==> config.mk <==
export PLATFORM = sky130hd
export DESIGN_NAME = store_merge
export DESIGN_NICKNAME = d
export VERILOG_FILES = /design/src/rtl/store_merge.sv
export SDC_FILE = /design/constraint.sdc
export NUM_CORES = 1
export LEC_CHECK = 0
export CAP_MARGIN = 20
export CORE_UTILIZATION = 44
export DETAILED_ROUTE_END_ITERATION = 8
export PLACE_DENSITY = 0.82
export SLEW_MARGIN = 30
export SYNTH_ARGS = -nofsm -noshare
export SYNTH_HDL_FRONTEND = slang
export SYNTH_SLANG_ARGS = --single-unit
==> constraint.sdc <==
create_clock -name clk -period 3.2 [get_ports clk]
set_input_delay 0.32 -clock clk [delete_from_list [all_inputs] [get_ports clk]]
set_output_delay 0.32 -clock clk [all_outputs]
set_load 0.03 [all_outputs]
==> src/rtl/store_merge.sv <==
// -----------------------------------------------------------------------------
// store_merge
//
// Write-side byte-lane unit between the execute/memory stage and a
// word-addressed data memory. A word store (sw) goes straight to a single
// write. A halfword store (sh) or byte store (sb) is a read-modify-write:
// read the word, merge the new lane(s), then write the word back.
// Misaligned or reserved requests end in a one-cycle done+err pulse and
// never touch memory.
//
// Parameters:
//   RD_LAT     memory read latency (1..3) from mem_rd_en to valid mem_rdata
//
// Ports:
//   clk        system clock, rising edge
//   reset      asynchronous active-high reset
//   req_valid  request present
//   req_ready  unit can accept a request (high only in IDLE)
//   req_op     0=sw, 1=sh, 2=sb, 3=reserved
//   req_addr   byte address
//   req_wdata  store data (sb uses [7:0], sh uses [15:0])
//   mem_addr   word address to memory, bits [1:0] always 0
//   mem_rd_en  one-cycle read strobe
//   mem_rdata  read data, valid RD_LAT cycles after mem_rd_en
//   mem_wr_en  one-cycle write strobe
//   mem_wdata  full word to write
//   done       one-cycle pulse, request finished
//   err        one-cycle pulse together with done, request rejected
// -----------------------------------------------------------------------------
module store_merge #(
   parameter int RD_LAT = 1
) (
   input  logic        clk,
   input  logic        reset,
   input  logic        req_valid,
   output logic        req_ready,
   input  logic [1:0]  req_op,
   input  logic [31:0] req_addr,
   input  logic [31:0] req_wdata,
   output logic [31:0] mem_addr,
   output logic        mem_rd_en,
   input  logic [31:0] mem_rdata,
   output logic        mem_wr_en,
   output logic [31:0] mem_wdata,
   output logic        done,
   output logic        err
);

   localparam logic [1:0] OP_SW = 2'd0;
   localparam logic [1:0] OP_SH = 2'd1;
   localparam logic [1:0] OP_SB = 2'd2;

   // WAIT lasts RD_LAT cycles; the counter runs 0..RD_LAT-1.
   localparam logic [1:0] CNT_LAST = 2'(RD_LAT - 1);

   typedef enum logic [2:0] {
      S_IDLE,
      S_RD,
      S_WAIT,
      S_WR,
      S_ERR
   } state_t;

   state_t      r_state;
   state_t      w_state_next;

   logic        w_accept;
   logic        w_bad;

   // Captured request: only the fields the merge needs are kept.
   logic        r_is_sb;
   logic [1:0]  r_lane;
   logic [15:0] r_wdata_lo;
   logic [1:0]  r_cnt;

   logic        r_rd_en;
   logic        r_wr_en;
   logic        r_done;
   logic        r_err;
   logic [31:0] r_mem_addr;
   logic [31:0] r_mem_wdata;

   logic [3:0]  w_lane_sel;
   logic [31:0] w_merged;

   assign w_accept = req_valid && (r_state == S_IDLE);

   // Alignment / legality check on the live request inputs.
   always_comb begin
      w_bad = 1'b0;
      case (req_op)
         OP_SW:   w_bad = (req_addr[1:0] != 2'b00);
         OP_SH:   w_bad = req_addr[0];
         OP_SB:   w_bad = 1'b0;
         default: w_bad = 1'b1;
      endcase
   end

   // -------------------------------------------------------------------------
   // FSM
   // -------------------------------------------------------------------------
   always_ff @(posedge clk or posedge reset) begin
      if (reset) begin
         r_state <= S_IDLE;
      end else begin
         r_state <= w_state_next;
      end
   end

   always_comb begin
      w_state_next = r_state;
      case (r_state)
         S_IDLE: begin
            if (w_accept) begin
               if (w_bad)                 w_state_next = S_ERR;
               else if (req_op == OP_SW)  w_state_next = S_WR;
               else                       w_state_next = S_RD;
            end
         end
         S_RD:   w_state_next = S_WAIT;
         S_WAIT: begin
            if (r_cnt == CNT_LAST) w_state_next = S_WR;
         end
         S_WR:   w_state_next = S_IDLE;
         S_ERR:  w_state_next = S_IDLE;
         default: w_state_next = S_IDLE;
      endcase
   end

   // -------------------------------------------------------------------------
   // Lane merge: each byte lane takes either the new store data or the word
   // just read back. sh only ever selects an aligned pair, so lane gi of a
   // halfword takes byte (gi % 2) of the store data.
   // -------------------------------------------------------------------------
   genvar gi;
   generate
      for (gi = 0; gi < 4; gi++) begin : g_lane
         localparam logic [1:0] LANE    = 2'(gi);
         localparam int         HALF_LO = (gi % 2) * 8;

         assign w_lane_sel[gi] = r_is_sb ? (r_lane == LANE) : (r_lane[1] == LANE[1]);

         assign w_merged[8*gi +: 8] = !w_lane_sel[gi] ? mem_rdata[8*gi +: 8] :
                                      r_is_sb         ? r_wdata_lo[7:0]      :
                                                        r_wdata_lo[HALF_LO +: 8];
      end
   endgenerate

   // -------------------------------------------------------------------------
   // Datapath and registered outputs. Strobes are registered from the next
   // state so they line up exactly with the state they belong to.
   // -------------------------------------------------------------------------
   always_ff @(posedge clk or posedge reset) begin
      if (reset) begin
         r_is_sb     <= 1'b0;
         r_lane      <= 2'b00;
         r_wdata_lo  <= 16'h0000;
         r_cnt       <= 2'd0;
         r_rd_en     <= 1'b0;
         r_wr_en     <= 1'b0;
         r_done      <= 1'b0;
         r_err       <= 1'b0;
         r_mem_addr  <= 32'h0000_0000;
         r_mem_wdata <= 32'h0000_0000;
      end else begin
         if (w_accept) begin
            r_is_sb    <= (req_op == OP_SB);
            r_lane     <= req_addr[1:0];
            r_wdata_lo <= req_wdata[15:0];
         end

         r_cnt   <= (r_state == S_WAIT) ? r_cnt + 2'd1 : 2'd0;

         r_rd_en <= (w_state_next == S_RD);
         r_wr_en <= (w_state_next == S_WR);
         r_done  <= (w_state_next == S_WR) || (w_state_next == S_ERR);
         r_err   <= (w_state_next == S_ERR);

         // Address is loaded only when a memory access starts; it holds
         // through WAIT and after the strobes drop.
         if ((r_state == S_IDLE) &&
             ((w_state_next == S_RD) || (w_state_next == S_WR))) begin
            r_mem_addr <= {req_addr[31:2], 2'b00};
         end

         // sw writes the request data verbatim; sh/sb write the merged word,
         // sampled on the edge that ends the last WAIT cycle.
         if ((r_state == S_IDLE) && (w_state_next == S_WR)) begin
            r_mem_wdata <= req_wdata;
         end else if ((r_state == S_WAIT) && (w_state_next == S_WR)) begin
            r_mem_wdata <= w_merged;
         end
      end
   end

   assign req_ready = (r_state == S_IDLE);
   assign mem_rd_en = r_rd_en;
   assign mem_wr_en = r_wr_en;
   assign done      = r_done;
   assign err       = r_err;
   assign mem_addr  = r_mem_addr;
   assign mem_wdata = r_mem_wdata;

endmodule
## Yosys cells after proc, flatten, opt, wreduce, memory -nomap -nowiden

Index checks and enable logic that the tools add are counted.

- Add/subtract/negate cells: 1
- Multiply operators: 0
- Div/mod/pow operators: 0
- $lt $le $gt $ge: 0
- Equal/unequal tests: 10
- Shift operators: 0
- Muxes and demuxes: 18
- Bitwise operators: 1
- Reductions and logical operators: 12

Operators with widths:

| operator | number |
|---|---|
| $mux W32 | 2 |
| $mux W8 | 5 |
| $mux W3 | 3 |
| $pmux W3 S3 | 1 |
| $eq A2 B2 Y1 const B | 3 |
| $eq A3 B1 Y1 const B | 2 |
| $eq A3 B2 Y1 const B | 2 |
| $logic_not A2 Y1 | 3 |
| $eq A2 B1 Y1 const B | 2 |
| $logic_and A1 B1 Y1 | 4 |
| $mux W1 | 4 |
| $mux W2 | 2 |
| $reduce_bool A2 Y1 | 2 |
| $eq A3 B3 Y1 const B | 1 |
| $logic_not A3 Y1 | 1 |
| $pmux W1 S3 | 1 |
| $add A2 B1 Y2 const B | 1 |
| $logic_or A1 B1 Y1 | 2 |
| $not A1 Y1 | 1 |

- Register bits: 90
- Bits in latches: 0
- Memory bits (writable): 0
- Bits in read-only memories: 0
- Bits of input ports: 101
- Output and inout bits: 69
- Logic and storage cells: 53
- Memories kept: 0

## Logic depth before layout (Yosys ltp)

Gate-level depths: netlist of run 1.

- Word-level depth: 9
- Depth in mapped cells: 7
- Depth with buffers taken out: 6

## Least setup slack after synthesis of run 1

Ideal clock, no wire load.

- Path type: register to register
- Start point: reg r_state[2]
- End point: reg r_mem_addr[22], in the netlist mem_addr[22]
- Setup time: 0.125 ns
- Arrival: 1.936 ns
- Data required time: 3.075 ns
- Path slack: 1.139 ns
- Cell stages (with the launch flop): 7
- Buffers on the path: 2
- Period minus slack after synthesis: 2.061 ns
- Cells stage by stage: dfrtp_1 > nor3_2 > nand2_1 > buf_2 > nor2_1 > buf_4 > mux2_2

- Longest elaborated chain between the ends: 7
- Elaborated cells between the ends (all ways): 11
- Classes of those cells: eq/ne (4); mux (3); reduce/logical (4)

RTL lines:

| what | RTL line | source |
|---|---|---|
| start, declared | 64 | `state_t r_state;` |
| start signal, assigned | 106 | `r_state <= w_state_next;` |
| $logic_not A3 Y1 * | n/a |  |
| net req_ready | 36 | `output logic req_ready,` |
| $logic_and A1 B1 Y1 | 86 | `assign w_accept = req_valid && (r_state == S_IDLE);` |
| $mux W3 | 114 | `if (w_accept) begin` |
| $pmux W3 S3 | 112 | `case (r_state)` |
| $eq A3 B1 Y1 / $eq A3 B2 Y1 (equally long branches) | 182 | `((w_state_next == S_RD) \|\| (w_state_next == S_WR))) begin` |
| $logic_or A1 B1 Y1 | 182 |  |
| $logic_and A1 B1 Y1 * | 181 | `if ((r_state == S_IDLE) &&` |
| end signal, assigned | 183 | `r_mem_addr <= {req_addr[31:2], 2'b00};` |
| end, declared | 80 | `logic [31:0] r_mem_addr;` |

Mark *: on every way through the listed nets, which the timed path passes. The rest lies on a longest branch.
A chain may end at the register's enable or synchronous reset.

## Worst setup path in the final report of run 1

- Start point: reg r_state[2]
- End point: reg r_mem_addr[18], in the netlist mem_addr[18]

- Longest elaborated chain between the ends: 7
- Elaborated cells between the ends (all ways): 11
- Classes of those cells: eq/ne (4); mux (3); reduce/logical (4)

RTL lines:

| what | RTL line |
|---|---|
| $logic_not A3 Y1 | 86, 112, 181 |
| $logic_and A1 B1 Y1 | 86 |
| $mux W3 | 114 |
| $pmux W3 S3 | 112 |
| $eq A3 B1 Y1 / $eq A3 B2 Y1 (equally long branches) | 182 |
| $logic_or A1 B1 Y1 | 182 |
| $logic_and A1 B1 Y1 * | 181 |

Mark *: on every way between the ends. The rest lies on a longest branch, timed or not.

==> results of run 1 <==
-- layout make-up --
type	count	area (µm²)	share of cell area, %
Sequential cell	90	2250	35.9
Clock buffer	11	141	2.26
Tap cell	129	161	2.57
Inverter	8	31.3	0.499
Clock inverter	3	65.1	1.04
Timing Repair Buffer	174	1760	28.1
Multi-Input combinational cell	251	1860	29.6
-- report_power, final --
part           total [µW]  internal [µW]  switching (µW)
logic                3750           1840            1900
registers            2130           1700             426
clock network         832            452             380
total                6710           4000            2710
-- worst paths after layout --
kind,depth (start not counted),startpoint,to
min in group clk,2,r_wdata_lo[15]$_DFFE_PP0N_,r_wdata_lo[15]$_DFFE_PP0N_
max in group asynchronous,4,reset,mem_wdata[5]$_DFFE_PP0P_
hold / removal,2,reset,mem_addr[29]$_DFFE_PP0P_
setup / recovery,5,r_state[2]$_DFF_PP0_,mem_addr[18]$_DFFE_PP0P_
hold reg to reg,2,r_wdata_lo[15]$_DFFE_PP0N_,r_wdata_lo[15]$_DFFE_PP0N_
setup reg to reg,5,r_state[2]$_DFF_PP0_,mem_addr[18]$_DFFE_PP0P_
-- cells in the final DEF, fill, tap and decap left out, drive strengths merged, types with 3 or more instances in the layout --
cell type      instances
a21oi                 35
buf                    7
clkbuf                11
clkdlybuf4s50        167
dfrtp                 90
inv                    7
mux2                  62
mux2i                 16
nand2                 58
nand2b                 3
nor2                  33
o21ai                  6
o22ai                  9
o2bb2ai               13
-- routing by layer --
metal / vias to the layer above / track usage (%) / share of wire [%]
met5: - / 0 / 0
met4: 0 / 8.03 / 1.8
met3: 18 / 3.62 / 4.9
met2: 116 / 38.7 / 51
met1: 1696 / 30.5 / 42
li1: 1603 / - / -
-- worst register-to-register path: cells and delay by family, from the launching register on --
kind                   cells  cell delay [ps]
buffers and inverters      1              370
muxes                      1              410
and+or+nand+nor            3              950
DFF                        1              440
-- flip-flops by register name, indices dropped and copies added (netlist names) --
name        flops
r_cnt           2
mem_wdata      32
r_wdata_lo     16
mem_addr       30
mem_rd_en       1
r_lane          2
done            1
err             1
r_state         3
r_is_sb         1
mem_wr_en       1
-- per-stage QoR --
stage	setup WS, ps	hold WS [ps]	utilization [%]
final	929	204	67.2
after global placement	842	460	64.8
after detailed placement	753	464	64.8
after global routing	745	217	67.2
after CTS	921	446	67.0
after floorplan	545	425	-
-- synth_stat cells, types with 5 or more instances --
master and number:
nor2_1 33, o22ai_1 9, mux2_2 32, buf_4 5, o2bb2ai_1 13, mux2_4 28, o21ai_0 5, nand2_1 56
a21oi_1 32, buf_2 5, dfrtp_1 90, clkbuf_1 8, mux2i_1 16, inv_1 8
-- cell families after synthesis --
family | count (synthesis)
compound gates | 65
xor+xnor | 1
fa+ha+maj | 1
buf+inv | 30
flops | 90
mux | 78
other cells | 1
simple gates | 104
==> out/results.tsv, run 1 <==
metric	value	unit
rows	35	
synth-xor-area-share	0.206	%
cts-root-buf	clkbuf_8	
grt_first_pass_wirelength	17.7	mm
drc	0	
synth_flop_cell	dfrtp_1	
cts_setup_buffers	0	
maxCapViolCount	0	
synth_seq_area_share	52.8	%
fin_worst_skew	10.8	ps
fmax	440	MHz
grt.overflow.total	0	
cts_buffers	9	
dr.first_iter.drc_count	158	
synthSimpleGateAreaFrac	10.6	%
synthCells	370	
leakagePower	0.00282	µW
critical-path-max-stage-delay	480	ps
post_drt_wl_per_cell	17.2	µm
worstSetupEndpointType	flip-flop	
antenna_cells	0	
viasPerCell	5.15	
io_buffers	167	
clk_pin_slew	90	ps
relSlewSlack	48.7	%
fin_crit	2270	ps
cts_tree	yes	
setup_violations	0	
critPathKind	flip-flop to flip-flop	
io_pins	170	
cp_slowest_cell	nand2_1	
path_buf_inv	1	
die_x	100	µm
fin_nets	636	
antenna_found_initial	0	
synthToLayoutAreaGrowth	47.1	%
dr.pass1.iters	4	
synth_top_area_share	52.8	%
synth_area	4260	µm²
path_cells	nor3_2 -> nand2_1 -> nor2_2 -> buf_4 -> mux2_2	
cp.arrival	2500	ps
worst_pin_slew	767	ps
ir_worst_vdd	0.532	mV
hold_violations	0	
clkLatencyLatePin	350	ps
dp_cells	651	
postCtsHoldBufs	0	
synthAdderAreaFrac	0.294	%
fp.dieH	100	µm
ys_types	33	
finalCritPeriodShare	71.0	%
avgSynthCellArea	11.5	µm²
rsz0062_at_grt	no	
async_flop_share	100	%
path_delay_family	simple AND/OR/NAND/NOR gates	
power	6710	µW
finalMaxSlewViolations	0	
clockBufferDepth	2	
cts_resized	0	
worstPathMaxFanout	30	
drive_gt1_share	16.9	%
grt_max_degree	51	
ys_ff_latch	90	
track_usage	23.1	%
critPathLaunchType	flip-flop	
synth_largest_area_cell	dfrtp_1	
powerDensity	1070	nW/µm²
muxShareOfSynthArea	22.6	%
synth_compound_area_share	9.57	%
r2r_setup_slack	930	ps
placed_area	6040	µm²
fill_cells	725	
synth_top_family_by_area	multiplexers	
routed_wl	11.4	mm
hp-class	primary input to async pin	
final_area	6270	µm²
place.gp.congestion	0.792	
grt_pass1_vias	3454	
core-area	9330	µm²
vias	3433	
cts.sinks	90	
fin_cells	666	
initial_core_util	45.7	%
hpwl	8.47	mm
synthTopCellsByArea	dfrtp_1 53%, mux2_4 9.9%, mux2_2 8.5%	
antenna_left	0	
crit_required	3430	ps
tns	0	ps
yosys_warnings	0	
status	complete, no violations	
synth_edf_count	0	
htree_levels	3	
die_area	10100	µm²
(Power assumes the default switching activity.)
==> run 2, diff against run 1 <==
- clock period: 3.2 -> 2.1 ns (I/O delays scaled with it)
==> run 2 against run 1 <==
  * Sequential cell count did not move
  * Sequential share of layout area fell by 0.28 points
  * Register-to-register slack got worse by 710 ps
  * Total power rose by 53%
==> out/results.tsv, run 2 (synthesized netlist as in run 1, its figures left out) <==
metric	value	unit
cp.arrival	1750	ps
crit_required	1890	ps
post_drt_wl_per_cell	16.4	µm
worst_pin_slew	769	ps
leakagePower	0.00283	µW
status	complete, no violations	
viasPerCell	5.04	
pwr-share-clk	12.6	%
grt_first_pass_wirelength	17.6	mm
seq_power_share	31.3	%
clk_pin_slew	80	ps
vias	3382	
drive_gt1_share	17.7	%
antenna_cells	0	
io_buffers	167	
largest_reg_flops	32	
worstSetupEndpointType	output port	
dr.pass1.iters	4	
core-area	9330	µm²
htree_levels	3	
fin_crit	1960	ps
fill_cells	711	
final_cell_mix	167 x clkdlybuf4s50_1, 90 x dfrtp_1, 56 x nand2_1	
hp-class	primary input to async pin	
cts_tree	yes	
rsz0062_at_grt	no	
postCtsHoldBufs	0	
rows	35	
cts-root-buf	clkbuf_8	
power_switching	4130	µW
ir_worst_vdd	0.715	mV
r2r_end	mem_wdata[8]$_DFFE_PP0P_	
drc	0	
setup_violations	0	
clkLatencyLatePin	350	ps
cts_buffers	9	
critPathLaunchType	flip-flop	
hpwl	8.08	mm
initial_core_util	45.7	%
fin_worst_skew	16.9	ps
crit_end	req_ready	
grt.overflow.total	0	
relSlewSlack	48.7	%
crit_start	r_state[2]$_DFF_PP0_	
fp.dieH	100	µm
internal_power	6170	µW
hold_violations	0	
dr.first_iter.drc_count	168	
worstPathMaxFanout	4	
cts.sinks	90	
maxCapViolCount	0	
worstRegToRegCells	5	
antenna_found_initial	0	
io_pins	170	
synthToLayoutAreaGrowth	48.3	%
final_common_cell	clkdlybuf4s50_1	
r2r_setup_slack	220	ps
critPathKind	flip-flop to output port	
antenna_left	0	
clockBufferDepth	2	
fmax	509	MHz
fin_hold_ws	332	ps
fin_nets	639	
place.gp.congestion	0.836	
finalCritPeriodShare	93.5	%
track_usage	22.9	%
r2r-start	r_lane[1]$_DFFE_PP0N_	
routed_wl	11.0	mm
grt_max_degree	91	
die_area	10100	µm²
tns	0	ps
die_x	100	µm
grt_pass1_vias	3595	
cts_setup_buffers	0	
powerDensity	1630	nW/µm²
power.share.switching	40.1	%
finalMaxSlewViolations	0	
cts_resized	0	
power_frac_comb	56.1	%
[run 2: layer usage]
| layer | track usage, % | wire length (µm) |
|---|---|---|
| met5 | 0 | 0 |
| met4 | 5.91 | 134 |
| met3 | 4.53 | 685 |
| met2 | 38.8 | 5610 |
| met1 | 30.0 | 4600 |
[run 2: power groups by stage]
stage	Clock (µW)	Combinational [µW]	Sequential (µW)
final	1290	5780	3220
after global routing	1410	6140	3340
after CTS	1330	5830	3240
after detailed placement	0	5810	3250
after global placement	0	5690	3220
after floorplan	0	2540	4350
[run 2: layout make-up]
cell class,instances,area [µm²],share of cell area (%)
clock inverter,5,77.6,1.23
sequential,90,2250,35.6
multi-input combinational,251,1860,29.4
inverter,8,33.8,0.535
timing repair buffer,177,1800,28.4
clock buffer,11,141,2.24
tap,129,161,2.55
[run 2: worst min path at each step]
stage / depth (start not counted) / endpoint
2_1_floorplan: 2 / r_wdata_lo[0]$_DFFE_PP0N_
3_3_place_gp: 2 / r_wdata_lo[11]$_DFFE_PP0N_
3_5_place_dp: 2 / r_wdata_lo[12]$_DFFE_PP0N_
4_1_cts: 3 / mem_addr[15]$_DFFE_PP0P_
5_1_grt: 3 / mem_addr[15]$_DFFE_PP0P_
6_report: 3 / mem_addr[21]$_DFFE_PP0P_
[run 2: metrics by stage]
step / instance area (µm²) / utilization [%] / std cells / worst slack (ps) / power (µW)
2_1_floorplan: 4270 / - / 371 / 39.3 / 6890
3_3_place_gp: 6100 / 65.4 / 655 / 129 / 8910
3_5_place_dp: 6100 / 65.4 / 655 / 61.9 / 9060
4_1_cts: 6320 / 67.7 / 671 / 111 / 10400
5_1_grt: 6320 / 67.7 / 671 / 58.9 / 10900
6_report: 6320 / 67.7 / 671 / 136 / 10300
[run 2: worst max-delay path, stage by stage, from the launching register on]
cell	delay, ps
dfrtp_1	450
nor3_2	250
clkdlybuf4s50_1	720
==> RTL edit 1 (config.mk and constraints of run 2) <==
Make the reset (`reset`) synchronous in 2 clocked blocks. Comments in the files are not updated.
--- a/src/rtl/store_merge.sv
+++ b/src/rtl/store_merge.sv
@@ -99,7 +99,7 @@
    // -------------------------------------------------------------------------
    // FSM
    // -------------------------------------------------------------------------
-   always_ff @(posedge clk or posedge reset) begin
+   always_ff @(posedge clk) begin
       if (reset) begin
          r_state <= S_IDLE;
       end else begin
@@ -150,7 +150,7 @@
    // Datapath and registered outputs. Strobes are registered from the next
    // state so they line up exactly with the state they belong to.
    // -------------------------------------------------------------------------
-   always_ff @(posedge clk or posedge reset) begin
+   always_ff @(posedge clk) begin
       if (reset) begin
          r_is_sb     <= 1'b0;
          r_lane      <= 2'b00;
Behaviour: differs if reset is asserted again (counterexample within 4 cycles, from zero or initial values and one cycle with reset high); with reset held inactive, the same outputs for 10 cycles.
==> RTL edit 1 against run 2 <==
- wire length up 14%
- worst setup slack improved by 0.061 ns
- register-to-register slack better by 0.13 ns
- synthesized area down 3.6%
- final area decreased by 3.6%
- core utilization grew 0.74 points
- sequential cell count did not move
Power is not compared: it rests on default switching activity, and its combinational part moved more than twofold at a synthesized area within 25%.
==> RTL edit 1: results (changes against run 2) <==
** Placed design
- The HPWL after detailed placement was 9.415 mm (was 8.085 mm).
- The placer congestion estimate was 0.8895 (was 0.8361).
- Post-placement setup slack :: -0.09222 ns (was 0.06191 ns)

** Min path
- The classification of the worst-slack hold path is in -> reg (was in -> async).

** Die
- The tap cell count is 108 (was 129).

** Logic synthesis
- Cell types with the largest area share after synthesis :: dfxtp_1 44%, nand2_1 12%, a21oi_1 10%, mux2i_1 3.9%, o2111ai_1 3.4% (was dfrtp_1 53%, mux2_4 9.9%, mux2_2 8.5%, nand2_1 4.9%, a21oi_1 3.8%)
- The mux cell area share after synthesis came to 0.06092 (was 0.2261).
- Number of library cell types mapped by synthesis :: 40 (was 33)
- Cell count after synthesis :: 491 (was 370)
- Post-Synth Adder-Cell Area :: 0.003046 (was 0.002936)
- The commonest register cell after synthesis is dfxtp_1 (was dfrtp_1).
- The share of flip-flops with an asynchronous set or reset came to 0 (was 1.000).
- Most used standard cells in the synthesized netlist :: 127 x nand2_1, 90 x dfxtp_1, 82 x a21oi_1, 20 x clkbuf_1, 18 x nand2b_1 (was 90 x dfrtp_1, 56 x nand2_1, 33 x nor2_1, 32 x a21oi_1, 32 x mux2_2)
- Post-synthesis share of cell area spent on xor and xnor gates :: 0.002132 (was 0.002055)
- The post-synthesis compound-gate area fraction is 0.2434 (was 0.09571).

** Final layout
- Share of final layout cell area taken by non-clock buffers :: 0.3079 (was 0.2844)
- The sequential cell area is 1802 µm² (was 2252 µm²).
- The fraction of final layout cells sized beyond drive strength 1 is 0.1103 (was 0.1771).
- Area used by multi-input combinational logic :: 2079 µm² (was 1856 µm²)
- Final std cell area, no fill :: 6088 µm² (was 6319 µm²)
- The layout inverter count without the clock tree was 2 (was 8).
- Count of non-CTS buffers in the layout :: 188 (was 177)
- The area fraction of clock buffers and clock inverters was 0.03124 (was 0.03465).

** Drt
- The total routed wire length on the met1 layer was 5.221 mm (was 4.595 mm).
- The initial DRC count was 221 (was 168).
- The via-per-instance ratio is 5.476 (was 5.040).
- Average detailed-routed wire length per instance :: 16.56 µm (was 16.44 µm)
- The number of optimization iterations in the first detailed-route pass is 5 (was 4).
- The post-detailed-routing wire length is 12.60 mm (was 11.03 mm).
- The met3 wire length is 904 µm (was 685 µm).
- The routed length on met2 is 6.178 mm (was 5.612 mm).

** Critical path
- The data arrival at the endpoint of the critical path is 1.69 ns (was 1.75 ns).

** Global route
- The via count of the first global-routing pass was 4164 (was 3595).
- Met1 usage :: 0.3216 (was 0.3003)
- Wire length of the first global-routing pass :: 20.31 mm (was 17.64 mm)
- Maximum number of pins on one net before global-route repair :: 39 (was 91)
- Met2 Use GR :: 0.4518 (was 0.3883)

** STA
- Max-slew headroom :: 0.5283 (was 0.4874)
- The setup clock skew after layout is 0.007442 ns (was 0.01692 ns).

** Status
- Result of the run: complete, no violations (unchanged).
[RTL edit 1: cell count changes in the layout (fill, tap and decap cells not counted), sizes merged, moves of 12 or more]
cell     change
o2bb2ai     -13
nand2b      +15
a311oi      +16
mux2        -54
buf         +12
o2111ai     +16
o211ai      +16
nor2        -23
dfxtp       +90
a21oi       +48
dfrtp       -90
nand2       +78
[RTL edit 1: power groups by stage]
stage               registers [mW]  clock network (mW)  logic, mW
finish                        1.90                1.11       1.21
global placement              1.93                   0       1.18
detailed placement            1.94                   0       1.20
floorplan                     2.05                   0      0.549
global route                  1.91                1.20       1.30
CTS                           1.90                1.12       1.20
[RTL edit 1: final timing paths]
check / cells after the start / from / slack [ns] / end
setup / recovery: 2 / r_state[2] / 0.20 / req_ready
hold / removal: 3 / req_addr[12] / 0.39 / mem_addr[12]
setup reg to reg: 6 / r_state[2] / 0.35 / mem_wdata[16]
hold reg to reg: 1 / r_cnt[0] / 0.42 / r_cnt[0]
==> RTL edit 2 (config.mk and constraints of run 2) <==
Made on the original files. Re-encode `state_t` (5 states) as one-hot, 5 bits wide.
--- a/src/rtl/store_merge.sv
+++ b/src/rtl/store_merge.sv
@@ -53,12 +53,12 @@
    // WAIT lasts RD_LAT cycles; the counter runs 0..RD_LAT-1.
    localparam logic [1:0] CNT_LAST = 2'(RD_LAT - 1);
 
-   typedef enum logic [2:0] {
-      S_IDLE,
-      S_RD,
-      S_WAIT,
-      S_WR,
-      S_ERR
+   typedef enum logic [4:0] {
+      S_IDLE = 5'b00001,
+      S_RD   = 5'b00010,
+      S_WAIT = 5'b00100,
+      S_WR   = 5'b01000,
+      S_ERR  = 5'b10000
    } state_t;
 
    state_t      r_state;
Check against the original RTL: same outputs for any inputs over 10 cycles, from zero or initial values and one cycle with reset high; not proved beyond that.
==> RTL edit 2 against run 2 <==
- sequential power is 2% lower
- sequential cell count increased by 2
- non-clock buffer count is 4 higher
- final area fell by 1.2%
- die area is 1.4% lower
- synthesized area fell by 1.5%
- critical path type unchanged
- largest power group unchanged
- wire length grew 6.2%
- clock power fell by 5%
- fmax increased by 2.1%
- worst setup slack improved by 0.040 ns
- worst hold slack got worse by 0.0073 ns
- total power shrank 13%
==> RTL edit 2: results (changes against run 2) <==
** Status
- Result of the run :: complete, no violations (unchanged)

** Logic synthesis
- The post-synthesis sequential area ratio is 0.5486 (was 0.5285).
- Most used standard cells in the synthesized netlist: 91 x dfrtp_1, 64 x mux2_2, 38 x a21oi_1, 28 x nor2_1 (was 90 x dfrtp_1, 56 x nand2_1, 33 x nor2_1, 32 x a21oi_1, 32 x mux2_2).
- Flip-flop and latch count after synthesis :: 92 (was 90)
- Post-Synth Adder-Cell Area :: 0.002980 (was 0.002936)
- Number of library cell types mapped by synthesis :: 35 (was 33)
- Cell types with the largest area share after synthesis: dfrtp_1 54%, mux2_2 17%, a21oi_1 4.5%, nor2_1 2.5%, o2bb2ai_1 1.9% (was dfrtp_1 53%, mux2_4 9.9%, mux2_2 8.5%, nand2_1 4.9%, a21oi_1 3.8%).

** STA
- The pin slew with the least headroom to its limit was 0.8575 ns (was 0.7689 ns).

** Critical path
- The critical path's slowest cell is dfrtp_1 (was clkdlybuf4s50_1).
- Launch point of the worst reg-to-reg path :: r_state[0] (was r_lane[1])
- Endpoint arrival time on the critical path :: 1.71 ns (was 1.75 ns)
- The end of the worst register-to-register path is mem_wdata[27] (was mem_wdata[8]).

** Final layout
- Share of final layout cell area taken by non-clock buffers :: 0.2884 (was 0.2844)
- The area fraction of clock buffers and clock inverters came to 0.03248 (was 0.03465).
- The share of cell area taken by flip-flops and latches was 0.3692 (was 0.3564).
- The number of fill cells in the layout is 726 (was 711).

** Placed design
- The count of placed standard cells including taps is 645 (was 655).
- The HPWL after detailed placement is 8.396 mm (was 8.085 mm).
- Post-placement setup slack :: 0.009729 ns (was 0.06191 ns)
- The placer congestion estimate was 0.8736 (was 0.8361).

** Drt
- Number of vias after detailed routing :: 3540 (was 3382)
- First drt pass iteration count :: 5 (was 4)

** Die
- Die area :: 9938 µm² (was 10080 µm²)

** Power and ir drop
- Leakage power summed over all cells :: 2.541 nW (was 2.835 nW)
- The power density of the placed cells is 1434 nW/µm² (was 1630 nW/µm²).
- Peak ir drop on the vdd network :: 0.0008815 V (was 0.0007150 V)

** Global route
- The via count of the first global-routing pass was 3731 (was 3595).

** Clock tree
- The clock latency on the worst-skew pair is 0.37 ns (was 0.35 ns).
-- RTL edit 2: how the worst max path moves through the flow --
stage	startpoint	end	slack [ns]	cells after the start
floorplan	r_state[0]	mem_addr[22]	0.44	5
CTS	r_state[1]	req_ready	0.12	5
finish	r_state[3]	req_ready	0.18	5
global route	r_state[4]	req_ready	0.05	5
global placement	req_addr[0]	mem_wdata[26]	0.04	6
detailed placement	req_addr[0]	mem_wdata[19]	0.01	6
-- RTL edit 2: cells by family after synthesis --
| kind of cell | after synthesis |
|---|---|
| muxes | 72 |
| other | 1 |
| adders and majority gates | 1 |
| and+or+nand+nor | 69 |
| AOI/OAI and AO/OA | 91 |
| buffers and inverters | 32 |
| DFF | 92 |
-- RTL edit 2: layer usage --
layer | track usage | vias up | routed length (µm)
met5 | 0 | - | 0
met4 | 0.1097 | 0 | 323
met3 | 0.04006 | 31 | 685
met2 | 0.4223 | 142 | 6117
met1 | 0.2950 | 1744 | 4585
li1 | - | 1623 | -
